[config.mk]
export PLATFORM = sky130hd
export DESIGN_NAME = uart_rx
export DESIGN_NICKNAME = d
export VERILOG_FILES = /design/src/rtl/uart_rx.sv
export SDC_FILE = /design/constraint.sdc
export NUM_CORES = 1
export LEC_CHECK = 0
export ABC_AREA = 1
export ABC_CLOCK_PERIOD_IN_PS = 2000
export BUFFER_PORTS_ARGS = -buffer_cell sky130_fd_sc_hd__buf_2
export CORE_UTILIZATION = 50
export DETAILED_ROUTE_END_ITERATION = 8
export GPL_TIMING_DRIVEN = 0
export MAX_ROUTING_LAYER = met4
export PLACE_DENSITY = 0.79
export SLEW_MARGIN = 20
export SYNTH_ARGS = -nofsm -noshare
export SYNTH_HDL_FRONTEND = slang
export SYNTH_SLANG_ARGS = --single-unit
[constraint.sdc]
create_clock -name clk -period 2 [get_ports clk]
set_input_delay 0.3 -clock clk [delete_from_list [all_inputs] [get_ports clk]]
set_output_delay 0.3 -clock clk [all_outputs]
set_load 0.05 [all_outputs]
[src/rtl/uart_rx.sv]
// 8N1 UART receiver: start-bit midpoint qualification, 8 data bits LSB first, one stop bit.
// Emits a one-cycle valid or frame_err pulse per frame and holds the last good byte on data.
module uart_rx #(
    parameter int CLKS_PER_BIT = 434
) (
    input  logic       clk,
    input  logic       reset,
    input  logic       rx,
    output logic [7:0] data,
    output logic       valid,
    output logic       frame_err,
    output logic       busy
);

    localparam logic [15:0] HALF_M1 = 16'(CLKS_PER_BIT / 2 - 1);
    localparam logic [15:0] BIT_M1  = 16'(CLKS_PER_BIT - 1);

    typedef enum logic [2:0] {IDLE, START, DATA, STOP, BREAK} state_t;

    state_t      state, state_nx;
    logic [15:0] cnt, cnt_nx;
    logic [2:0]  bit_idx, bit_idx_nx;
    logic [7:0]  shreg, shreg_nx;
    logic [7:0]  data_nx;
    logic        valid_nx, frame_err_nx;

    always_ff @(posedge clk or negedge reset) begin
        if (!reset) begin
            state     <= IDLE;
            cnt       <= '0;
            bit_idx   <= '0;
            shreg     <= '0;
            data      <= '0;
            valid     <= 1'b0;
            frame_err <= 1'b0;
            busy      <= 1'b0;
        end else begin
            state     <= state_nx;
            cnt       <= cnt_nx;
            bit_idx   <= bit_idx_nx;
            shreg     <= shreg_nx;
            data      <= data_nx;
            valid     <= valid_nx;
            frame_err <= frame_err_nx;
            busy      <= (state_nx != IDLE);
        end
    end

    // Counter restarts on every sample point, so it never exceeds CLKS_PER_BIT-1.
    always_comb begin
        state_nx     = state;
        cnt_nx       = cnt + 16'd1;
        bit_idx_nx   = bit_idx;
        shreg_nx     = shreg;
        data_nx      = data;
        valid_nx     = 1'b0;
        frame_err_nx = 1'b0;
        unique case (state)
            IDLE: begin
                cnt_nx = '0;
                if (!rx) state_nx = START;
            end
            START: begin
                if (cnt == HALF_M1) begin
                    cnt_nx = '0;
                    if (rx) begin
                        state_nx = IDLE;
                    end else begin
                        state_nx   = DATA;
                        bit_idx_nx = '0;
                    end
                end
            end
            DATA: begin
                if (cnt == BIT_M1) begin
                    cnt_nx     = '0;
                    shreg_nx   = {rx, shreg[7:1]};
                    bit_idx_nx = bit_idx + 3'd1;
                    if (bit_idx == 3'd7) state_nx = STOP;
                end
            end
            STOP: begin
                if (cnt == BIT_M1) begin
                    cnt_nx = '0;
                    if (rx) begin
                        data_nx  = shreg;
                        valid_nx = 1'b1;
                        state_nx = IDLE;
                    end else begin
                        frame_err_nx = 1'b1;
                        state_nx     = BREAK;
                    end
                end
            end
            BREAK: begin
                cnt_nx = '0;
                if (rx) state_nx = IDLE;
            end
            default: begin
                cnt_nx   = '0;
                state_nx = IDLE;
            end
        endcase
    end

endmodule

==> results of run 1 <==
==> area by class of cell <==
class                           instances  area (um^2)
Fill cell                             368         1690
Buffer                                  3         33.8
Clock buffer                            5         68.8
Inverter                               37          139
Clock inverter                          3         17.5
Multi-Input combinational cell        169          897
Sequential cell                        41         1030
Timing Repair Buffer                   13         65.1
Tap cell                               50         62.6
==> synthesized netlist by cell type <==
master / count / area [um^2]
nand3_2: 2 / 20.0
nor3_1: 11 / 55.1
o21bai_1: 1 / 7.51
inv_1: 36 / 135
nor4_1: 1 / 6.26
nor3b_1: 1 / 7.51
a31oi_1: 1 / 6.26
buf_6: 3 / 33.8
nand3b_1: 1 / 7.51
ha_1: 5 / 62.6
xnor2_1: 1 / 8.76
nand2_2: 3 / 18.8
a31o_2: 1 / 8.76
xor2_1: 5 / 43.8
o21ai_2: 15 / 131
a21oi_1: 1 / 5.00
nand4_1: 2 / 12.5
o21ai_0: 3 / 15.0
nand2_1: 54 / 203
nand3_1: 14 / 70.1
nand3_4: 1 / 17.5
nor2_1: 40 / 150
nor2_2: 3 / 18.8
o211a_1: 1 / 10.0
dfrtp_1: 41 / 1030
o21ai_1: 1 / 5.00
or2_2: 1 / 6.26
inv_2: 1 / 3.75
==> where the power goes <==
group,switching [mW],internal (mW)
clock network,0.290,0.241
registers,0,0.828
logic,0.0175,0.00178
total,0.307,1.07
==> cells by family after synthesis <==
family,Yosys count,synth area share
DFF,41,0.490
xor gates and xnor gates,6,0.0251
adders and majority gates,5,0.0299
buffers and inverters,40,0.0824
AOI/OAI and AO/OA,24,0.0901
and+or+nand+nor,134,0.283
==> flip-flops by register name, summed over array words and instances (netlist names) <==
signal / flops
data: 8
state: 3
busy: 1
frame_err: 1
bit_idx: 3
shreg: 8
valid: 1
cnt: 16
==> stage by stage <==
stage	power, mW	worst slack [ns]	area, um^2	utilization
5_1_grt	1.44	0.0543	2310	0.577
2_1_floorplan	0.846	0.507	2100	-
3_3_place_gp	0.865	0.316	2220	0.556
3_5_place_dp	0.866	0.263	2220	0.556
4_1_cts	1.39	0.250	2310	0.577
6_report	1.38	0.243	2310	0.577
==> placed cells by master (no fill, tap or decap), types with 2 or more instances in the layout <==
cell type	synthesis	routed
nor2_2	3	3
nand2_1	54	54
nor2_1	40	40
buf_2	0	13
nand3_1	14	14
nand3_2	2	2
clkinv_2	0	2
nor3_1	11	11
xor2_1	5	5
buf_6	3	3
ha_1	5	5
inv_1	36	36
nand4_1	2	2
o21ai_2	15	15
dfrtp_1	41	41
clkbuf_8	0	5
nand2_2	3	3
o21ai_0	3	3
==> per-layer routing <==
| metal | global-route usage | vias to the layer above | routed length, um |
|---|---|---|---|
| met2 | 0.347 | 34 | 1890 |
| li1 | - | 820 | - |
| met3 | 0.0599 | 7 | 153 |
| met1 | 0.256 | 764 | 1830 |
| met5 | - | - | 0 |
| met4 | 0.0691 | 0 | 60 |
==> worst paths after layout <==
kind	from	endpoint	slack [ns]	cells past startpoint
hold / removal	reset	shreg[6]	0.12	1
setup / recovery	cnt[1]	bit_idx[0]	0.24	11
hold reg to reg	data[1]	data[1]	0.48	2
min in group clk	rx	frame_err	0.22	2
max in group asynchronous	reset	bit_idx[2]	1.33	1
setup reg to reg	cnt[1]	bit_idx[0]	0.24	11
==> impl_metrics.toml, run 1 <==
[cts]
cts_tree = "yes"
ctsHtreeMaxLevel = 2
number_of_cts_inserted_buffers = 5
clk_pin_slew_worst_paths_ns = 0.08
cts_num_sinks = 41
cts_resized = 0
cts-hold-fix-buffers = 0
cts_post_setup_buffers_inserted = 0
clockRootBuffer = "clkbuf_8"
cts_max_path_buffers = 2
clkLatencyLatePin_ns = 0.30

[synth]
synth.lib_cells_used.distinct = 28
postSynthRegisterBits = 41
yosys_warnings = 0
postSynthCellCount = 250
synth_area_per_cell_um2 = 8.38
post_synthesis_net_count = 258
syn_area_mm2 = 0.00210
register_area_share_after_synthesis = 0.490

[timing]
grt_setup_unrepaired = "false"
clock-skew-final_ns = 0.00929
remaining_max_slew_budget_at_the_tightest_pin = 0.414
fin_setup_tns_ns = 0
final_min_period_over_clock_period = 0.879
min_period_ns = 1.76
report.final.setup_viol = 0
max_clock_freq_mhz = 569
tightestPinTransition_ns = 0.879
hold_fails_final_rpt = 0
hold_ws_ns = 0.120
slew_viols_final = 0

[flow_run]
max_cap_viols = 0

[pwr]
vdd_drop_max_mv = 0.366
p_leak_nw = 1.14
power.density_mw_per_mm2 = 597

[setup_path]
timing_worst_setup_path_type = "reg2reg"
crit_buf_inv = 3
crit_path_max_incr_delay_ns = 0.43
critPathTopFamily = "simple AND/OR/NAND/NOR gates"
cp_data_required_time_ns = 2.18
endpoint_kind = "flop"
critical_path.cell_chain = "inv_1 > ha_1 > inv_1 > nor2_1 > nand2_1 > nor2_2 > nand3_2 > nand2_2 > nand2_1 > o21ai_1 > inv_1"
cp.arrival_ns = 1.94
cp_common_cell = "inv_1"
crit_path_start_kind = "flop"
cp_max_fanout = 9
cpMaxStageDelayCell = "dfrtp_1"

[die]
core.rowCount = 23
top_level_ports = 14
initial_utilization = 0.524
chipWidth_um = 66.7
dieArea_mm2 = 0.00445
floorplan.die.height_um = 66.7
core_region_area_mm2 = 0.00400

[global_route]
antenna_found_initial = 0
first_global_vias = 1544
globalRoute.totalOverflow = 0
grt_util_all_layers = 0.214
grt_first_pass_wirelength_mm = 6.80
grt_start_max_net_pins = 42

[cells_and_area]
layout-drive-gt1-share = 0.188
areaGrowthSynthToFinish_pct = 10.2
finalNetCount = 278
post_layout_nonfiller_instances = 321
antenna_cells_inserted = 0

[route]
detail-route-antenna-nets = 0
vias = 1625
routed_wl_mm = 3.93
avgRoutedWirePerCell_um = 12.2
detail_route.drc_violations = 0
vias_per_cell = 5.06
dr.pass1.iters = 5
drt-initial-drc-count = 77

[hold_path]
hold_path_class = "in2async"

[place]
dpl.hpwl_mm = 2.87
place.port_buffers = 13
gpl.final_weighted_congestion = 0.880
dp.cells = 313

[status]
run_status = "finished, final reports clean"
No activity file was read; power rests on OpenSTA's default activity.
==> run 2, diff against run 1 <==
--- a/config.mk
+++ b/config.mk
@@ -8,11 +8,12 @@
 export ABC_AREA = 1
 export ABC_CLOCK_PERIOD_IN_PS = 2000
 export BUFFER_PORTS_ARGS = -buffer_cell sky130_fd_sc_hd__buf_2
+export CORE_ASPECT_RATIO = 1.5
 export CORE_UTILIZATION = 50
 export DETAILED_ROUTE_END_ITERATION = 8
 export GPL_TIMING_DRIVEN = 0
 export MAX_ROUTING_LAYER = met4
-export PLACE_DENSITY = 0.79
+export PLACE_DENSITY = 0.68
 export SLEW_MARGIN = 20
 export SYNTH_ARGS = -nofsm -noshare
 export SYNTH_HDL_FRONTEND = slang
==> constraint.sdc (replaced) <==
create_clock -name clk -period 2 [get_ports clk]
set_input_delay 0.1 -clock clk [delete_from_list [all_inputs] [get_ports clk]]
set_output_delay 0.1 -clock clk [all_outputs]
set_load 0.05 [all_outputs]
==> run 2 against run 1 <==
Register-to-register slack better by 0.03 ns. Hold slack got worse by 0.10 ns. Final cell count shrank 1.2%. Sequential power hardly changed. Sequential share of layout area fell by 1.0 points. First-iteration DRC count decreased by 44%. Power grew 21%. Combinational power increased by 8%. Fmax up 1.8%. Clock power up 53%.
==> impl_metrics.toml, run 2 (same netlist as run 1, synthesis figures left out) <==
[status]
run_status = "finished, final reports clean"

[setup_path]
cp_max_fanout = 9
cpMaxStageDelayCell = "dfrtp_1"
crit_buf_inv = 3
worstReg2RegStart = "cnt[1]"
endpoint_kind = "flop"
worst_setup_path_startpoint = "cnt[1]"
critical_path.cell_chain = "inv_1 > ha_1 > inv_1 > nor2_1 > nand2_1 > nor2_2 > nand3_2 > nand2_2 > inv_1 > nand2_1 > nand2_1"
cp.arrival_ns = 1.92
timing_worst_setup_path_type = "reg2reg"
cp_data_required_time_ns = 2.19
critPathTopFamily = "simple AND/OR/NAND/NOR gates"
crit_path_start_kind = "flop"
crit_path_max_incr_delay_ns = 0.42

[route]
routed_wl_mm = 4.15
vias_per_cell = 5.09
vias = 1612
detail_route.drc_violations = 0
detail-route-antenna-nets = 0
dr.pass1.iters = 4
drt-initial-drc-count = 43
avgRoutedWirePerCell_um = 13.1

[die]
chipWidth_um = 54.9
core.rowCount = 28
dieArea_mm2 = 0.00446
initial_utilization = 0.525
floorplan.die.height_um = 81.3
core_region_area_mm2 = 0.00399
top_level_ports = 14

[cells_and_area]
final_cell_area_mm2 = 0.00236
antenna_cells_inserted = 0
final_core_util = 0.592
layout_commonest_cell = "nand2_1"
biggestRegsByFlops = "cnt (16), data (8), shreg (8)"
areaGrowthSynthToFinish_pct = 12.8
reg_with_most_ffs = "cnt"
layout.cells.most_common_list = "nand2_1 (54), dfrtp_1 (41), nor2_1 (40)"
finalNetCount = 279
largest_register_ffs = 16
layout-drive-gt1-share = 0.188

[cts]
ctsHtreeMaxLevel = 2
cts_resized = 0
number_of_cts_inserted_buffers = 5
cts_max_path_buffers = 2
clk_pin_slew_worst_paths_ns = 0.08
clkLatencyLatePin_ns = 0.30
cts_post_setup_buffers_inserted = 0
cts_num_sinks = 41
clockRootBuffer = "clkbuf_8"
cts-hold-fix-buffers = 1
cts_tree = "yes"

[timing]
tightestPinTransition_ns = 0.889
remaining_max_slew_budget_at_the_tightest_pin = 0.408
min_period_ns = 1.73
grt_setup_unrepaired = "false"
clock-skew-final_ns = 0.00663
report.final.setup_viol = 0
slew_viols_final = 0
max_clock_freq_mhz = 579
final_min_period_over_clock_period = 0.863
fin_setup_tns_ns = 0
hold_fails_final_rpt = 0

[place]
place.port_buffers = 13
post_dp_cell_area_mm2 = 0.00222
dpl.hpwl_mm = 3.00
gpl.final_weighted_congestion = 0.868

[hold_path]
holdCritStartpoint = "rx"
hold_path_class = "in2reg"

[global_route]
met1_usage_in_global_routing = 0.243
grt_first_pass_wirelength_mm = 6.64
grt_util_all_layers = 0.217
first_global_vias = 1528
grt_most_used_layer = "met2"
global_route.usage.met3 = 0.0506
grt_start_max_net_pins = 42
antenna_found_initial = 0
globalRoute.totalOverflow = 0
globalRouteMet2Util = 0.360

[pwr]
p_leak_nw = 1.17
vdd_drop_max_mv = 0.617
power.density_mw_per_mm2 = 703

[flow_run]
max_cap_viols = 0
## run 2: changes by cell type in the layout (fill, tap and decap cells not counted), sizes merged
cell | before | now
clkinvlp | 1 | 0
bufinv | 0 | 2
inv | 37 | 38
dlygate4sd3 | 0 | 1
clkinv | 2 | 0
## run 2: worst paths after layout
kind	end	slack, ns	cells past startpoint
min reg2reg	data[2]	0.48	2
max	bit_idx[1]	0.27	11
min in group asynchronous	cnt[12]	0.46	2
max in group asynchronous	cnt[1]	0.99	2
max reg2reg	bit_idx[1]	0.27	11
min	frame_err	0.02	2
## run 2: area by class of cell
cell class / instances / area, um^2
fillers: 396 / 1630
clock inverters: 3 / 68.8
inverters: 37 / 139
plain buffers: 3 / 33.8
repair buffers: 14 / 75.1
well taps: 45 / 56.3
clock buffers: 5 / 68.8
flip-flops and latches: 41 / 1030
multi-input cells: 169 / 897
## run 2: metal layers
metal  vias up  part of all wire
li1        828                 -
met1       750              0.43
met2        28              0.53
met3         6             0.029
met4         0             0.013
met5         -                 0
## run 2: through the flow
stage	std cells	hold slack [ns]	setup slack (ns)	total power [mW]
3_3_place_gp	308	0.281	0.297	0.866
2_1_floorplan	250	-0.196	0.507	0.846
3_5_place_dp	308	0.275	0.291	0.866
5_1_grt	317	0.0265	0.0693	1.71
6_report	317	0.0189	0.274	1.66
4_1_cts	317	0.0125	0.238	1.68
## run 2: report_power, final
part	switching, mW	internal, mW	total (mW)	leakage (nW)
logic	0.0179	0.00301	0.0209	0.571
registers	0	0.828	0.828	0.532
clock network	0.310	0.503	0.813	0.0687
total	0.328	1.33	1.66	1.17
==> run 3, diff against run 2 <==
--- a/config.mk
+++ b/config.mk
@@ -6,14 +6,14 @@
 export NUM_CORES = 1
 export LEC_CHECK = 0
 export ABC_AREA = 1
-export ABC_CLOCK_PERIOD_IN_PS = 2000
+export ABC_CLOCK_PERIOD_IN_PS = 2200
 export BUFFER_PORTS_ARGS = -buffer_cell sky130_fd_sc_hd__buf_2
 export CORE_ASPECT_RATIO = 1.5
 export CORE_UTILIZATION = 50
 export DETAILED_ROUTE_END_ITERATION = 8
 export GPL_TIMING_DRIVEN = 0
 export MAX_ROUTING_LAYER = met4
-export PLACE_DENSITY = 0.68
+export PLACE_DENSITY = 0.77
 export SLEW_MARGIN = 20
 export SYNTH_ARGS = -nofsm -noshare
 export SYNTH_HDL_FRONTEND = slang
==> constraint.sdc (replaced) <==
create_clock -name clk -period 2.2 [get_ports clk]
set_input_delay 0.11 -clock clk [delete_from_list [all_inputs] [get_ports clk]]
set_output_delay 0.11 -clock clk [all_outputs]
set_load 0.05 [all_outputs]
==> run 3 against run 2 <==
Fmax grew 1.4%. Routed wire length shrank 4.5%. Clock skew is essentially flat. Global-route usage grew 0.15 points. Die area is the same. Highest routed layer unchanged. Hold slack gained 0.038 ns.
==> impl_metrics.toml, run 3 (same netlist as run 1, synthesis figures left out) <==
[setup_path]
cp_max_fanout = 9
depth_of_the_most_critical_reg_to_reg_path = 11
worst_r2r_dst = "bit_idx[0]"
reg2reg_setup_slack_ns = 0.50
critPathTopFamily = "simple AND/OR/NAND/NOR gates"
endpoint_kind = "flop"
cp_common_cell = "inv_1"
cpMaxStageDelayCell = "dfrtp_1"
timing_worst_setup_path_type = "reg2reg"
crit_path_max_incr_delay_ns = 0.42
cp_data_required_time_ns = 2.39
crit_path_start_kind = "flop"
crit_buf_inv = 3
worstReg2RegStart = "cnt[1]"
cp.arrival_ns = 1.89
critical_path.cell_chain = "inv_1 > ha_1 > inv_1 > nor2_1 > nand2_1 > nor2_2 > nand3_2 > nand2_2 > nand2_1 > o21ai_1 > inv_1"

[timing]
fin_setup_tns_ns = 0
max_clock_freq_mhz = 587
min_period_ns = 1.70
grt_setup_unrepaired = "false"
slew_viols_final = 0
hold_fails_final_rpt = 0
report.final.setup_viol = 0
clock-skew-final_ns = 0.00642
remaining_max_slew_budget_at_the_tightest_pin = 0.411
final_min_period_over_clock_period = 0.774
tightestPinTransition_ns = 0.883

[die]
dieArea_mm2 = 0.00446
core_region_area_mm2 = 0.00399
top_level_ports = 14
initial_utilization = 0.525
core.rowCount = 28
floorplan.die.height_um = 81.3
chipWidth_um = 54.9

[pwr]
share_seq_of_total_power = 0.601
clk_network_pwr_share = 0.384
comb_power_share = 0.015
power.density_mw_per_mm2 = 542
total_power_mw = 1.25
switching_power_mw = 0.279
internal_power_mw = 0.974
switching_power_share_of_the_total = 0.223
vdd_drop_max_mv = 0.409
p_leak_nw = 1.15

[route]
drt-initial-drc-count = 36
routed_wl_mm = 3.97
top_signal_layer_used = "met4"
dr.pass1.iters = 4
avgRoutedWirePerCell_um = 12.5
dr_wl_met2_mm = 2.06
vias_per_cell = 5.16
vias = 1636
detail_route.drc_violations = 0
detail-route-antenna-nets = 0
m1WireLength_mm = 1.67
wl_met3_um = 111

[hold_path]
hold_path_class = "in2reg"
holdPathEnd = "frame_err"
holdCritStartpoint = "rx"
holdPathStages = 2

[place]
post_dp_cell_area_mm2 = 0.00222
gpl.final_weighted_congestion = 0.956
dp.cells = 308
place.port_buffers = 13
dpl.hpwl_mm = 2.96

[cts]
clockRootBuffer = "clkbuf_8"
cts_resized = 0
number_of_cts_inserted_buffers = 5
cts_max_path_buffers = 2
cts_num_sinks = 41
clkLatencyLatePin_ns = 0.29
clk_pin_slew_worst_paths_ns = 0.08
cts_tree = "yes"
ctsHtreeMaxLevel = 2

[cells_and_area]
antenna_cells_inserted = 0
layout_commonest_cell = "nand2_1"
layout.cells.most_common_list = "nand2_1 (54), dfrtp_1 (41), nor2_1 (40)"
areaGrowthSynthToFinish_pct = 10.4
largest_register_ffs = 16
final_cell_area_mm2 = 0.00231
biggestRegsByFlops = "cnt (16), data (8), shreg (8)"
reg_with_most_ffs = "cnt"
finalNetCount = 279
layout-drive-gt1-share = 0.188
post_layout_nonfiller_instances = 317

[status]
run_status = "finished, final reports clean"

[global_route]
grt_util_all_layers = 0.219
first_global_vias = 1516
grt_start_max_net_pins = 42
globalRoute.totalOverflow = 0
antenna_found_initial = 0
grt_first_pass_wirelength_mm = 6.70

[flow_run]
max_cap_viols = 0
-- run 3: changes by cell type in the layout (fill, tap and decap cells not counted) --
cell / previous run / this run
inv_6: 1 / 0
clkinv_2: 0 / 2
bufinv_16: 2 / 0
clkinvlp_4: 0 / 1
-- run 3: how the worst max path moves through the flow --
stage,startpoint,endpoint,slack (ns),cells after the start
floorplan,cnt[1],shreg[6],0.71,10
global placement,cnt[1],bit_idx[0],0.51,11
detailed placement,cnt[1],bit_idx[0],0.50,11
CTS,cnt[1],bit_idx[0],0.48,11
global route,cnt[1],bit_idx[0],0.27,11
finish,cnt[1],bit_idx[0],0.50,11
-- run 3: routing by layer --
layer  up-vias  global-route usage
li1        822                   -
met1       767               0.253
met2        34               0.341
met3        13              0.0412
met4         0               0.128
met5         -                   -
-- run 3: power by group through the flow --
stage                     Combinational (mW)  Sequential, mW  Clock [mW]
final                                 0.0189           0.753       0.482
after global routing                  0.0232           0.753       0.531
after CTS                             0.0202           0.753       0.500
after detailed placement              0.0188           0.768           0
after global placement                0.0190           0.768           0
after floorplan                      0.00123           0.768           0
-- run 3: timing repair --
item / in CTS / in global routing
hold endpoints to repair: 41 / 0
setup buffers: 0 / 0
hold buffers: 1 / 0
-- run 3: worst register-to-register path: stages (launching register included) --
cell and delay [ns]:
dfrtp_1 0.42, inv_1 0.09, ha_1 0.17, inv_1 0.05, nor2_1 0.09, nand2_1 0.07
nor2_2 0.14, nand3_2 0.21, nand2_2 0.18, nand2_1 0.06, o21ai_1 0.07, inv_1 0.05
-- run 3: through the flow --
stage | setup slack, ns | util | hold slack (ns)
6_report | 0.498 | 0.579 | 0.0573
5_1_grt | 0.273 | 0.579 | 0.0698
4_1_cts | 0.480 | 0.579 | 0.0509
3_5_place_dp | 0.498 | 0.555 | 0.279
3_3_place_gp | 0.512 | 0.555 | 0.281
2_1_floorplan | 0.707 | - | -0.186
-- run 3: area by class of cell --
type | count | area, um^2
fill | 397 | 1680
sequential | 41 | 1030
multi-input combinational | 169 | 897
inverter | 37 | 139
timing repair buffer | 14 | 75.1
clock buffer | 5 | 68.8
tap | 45 | 56.3
buffer | 3 | 33.8
clock inverter | 3 | 17.5
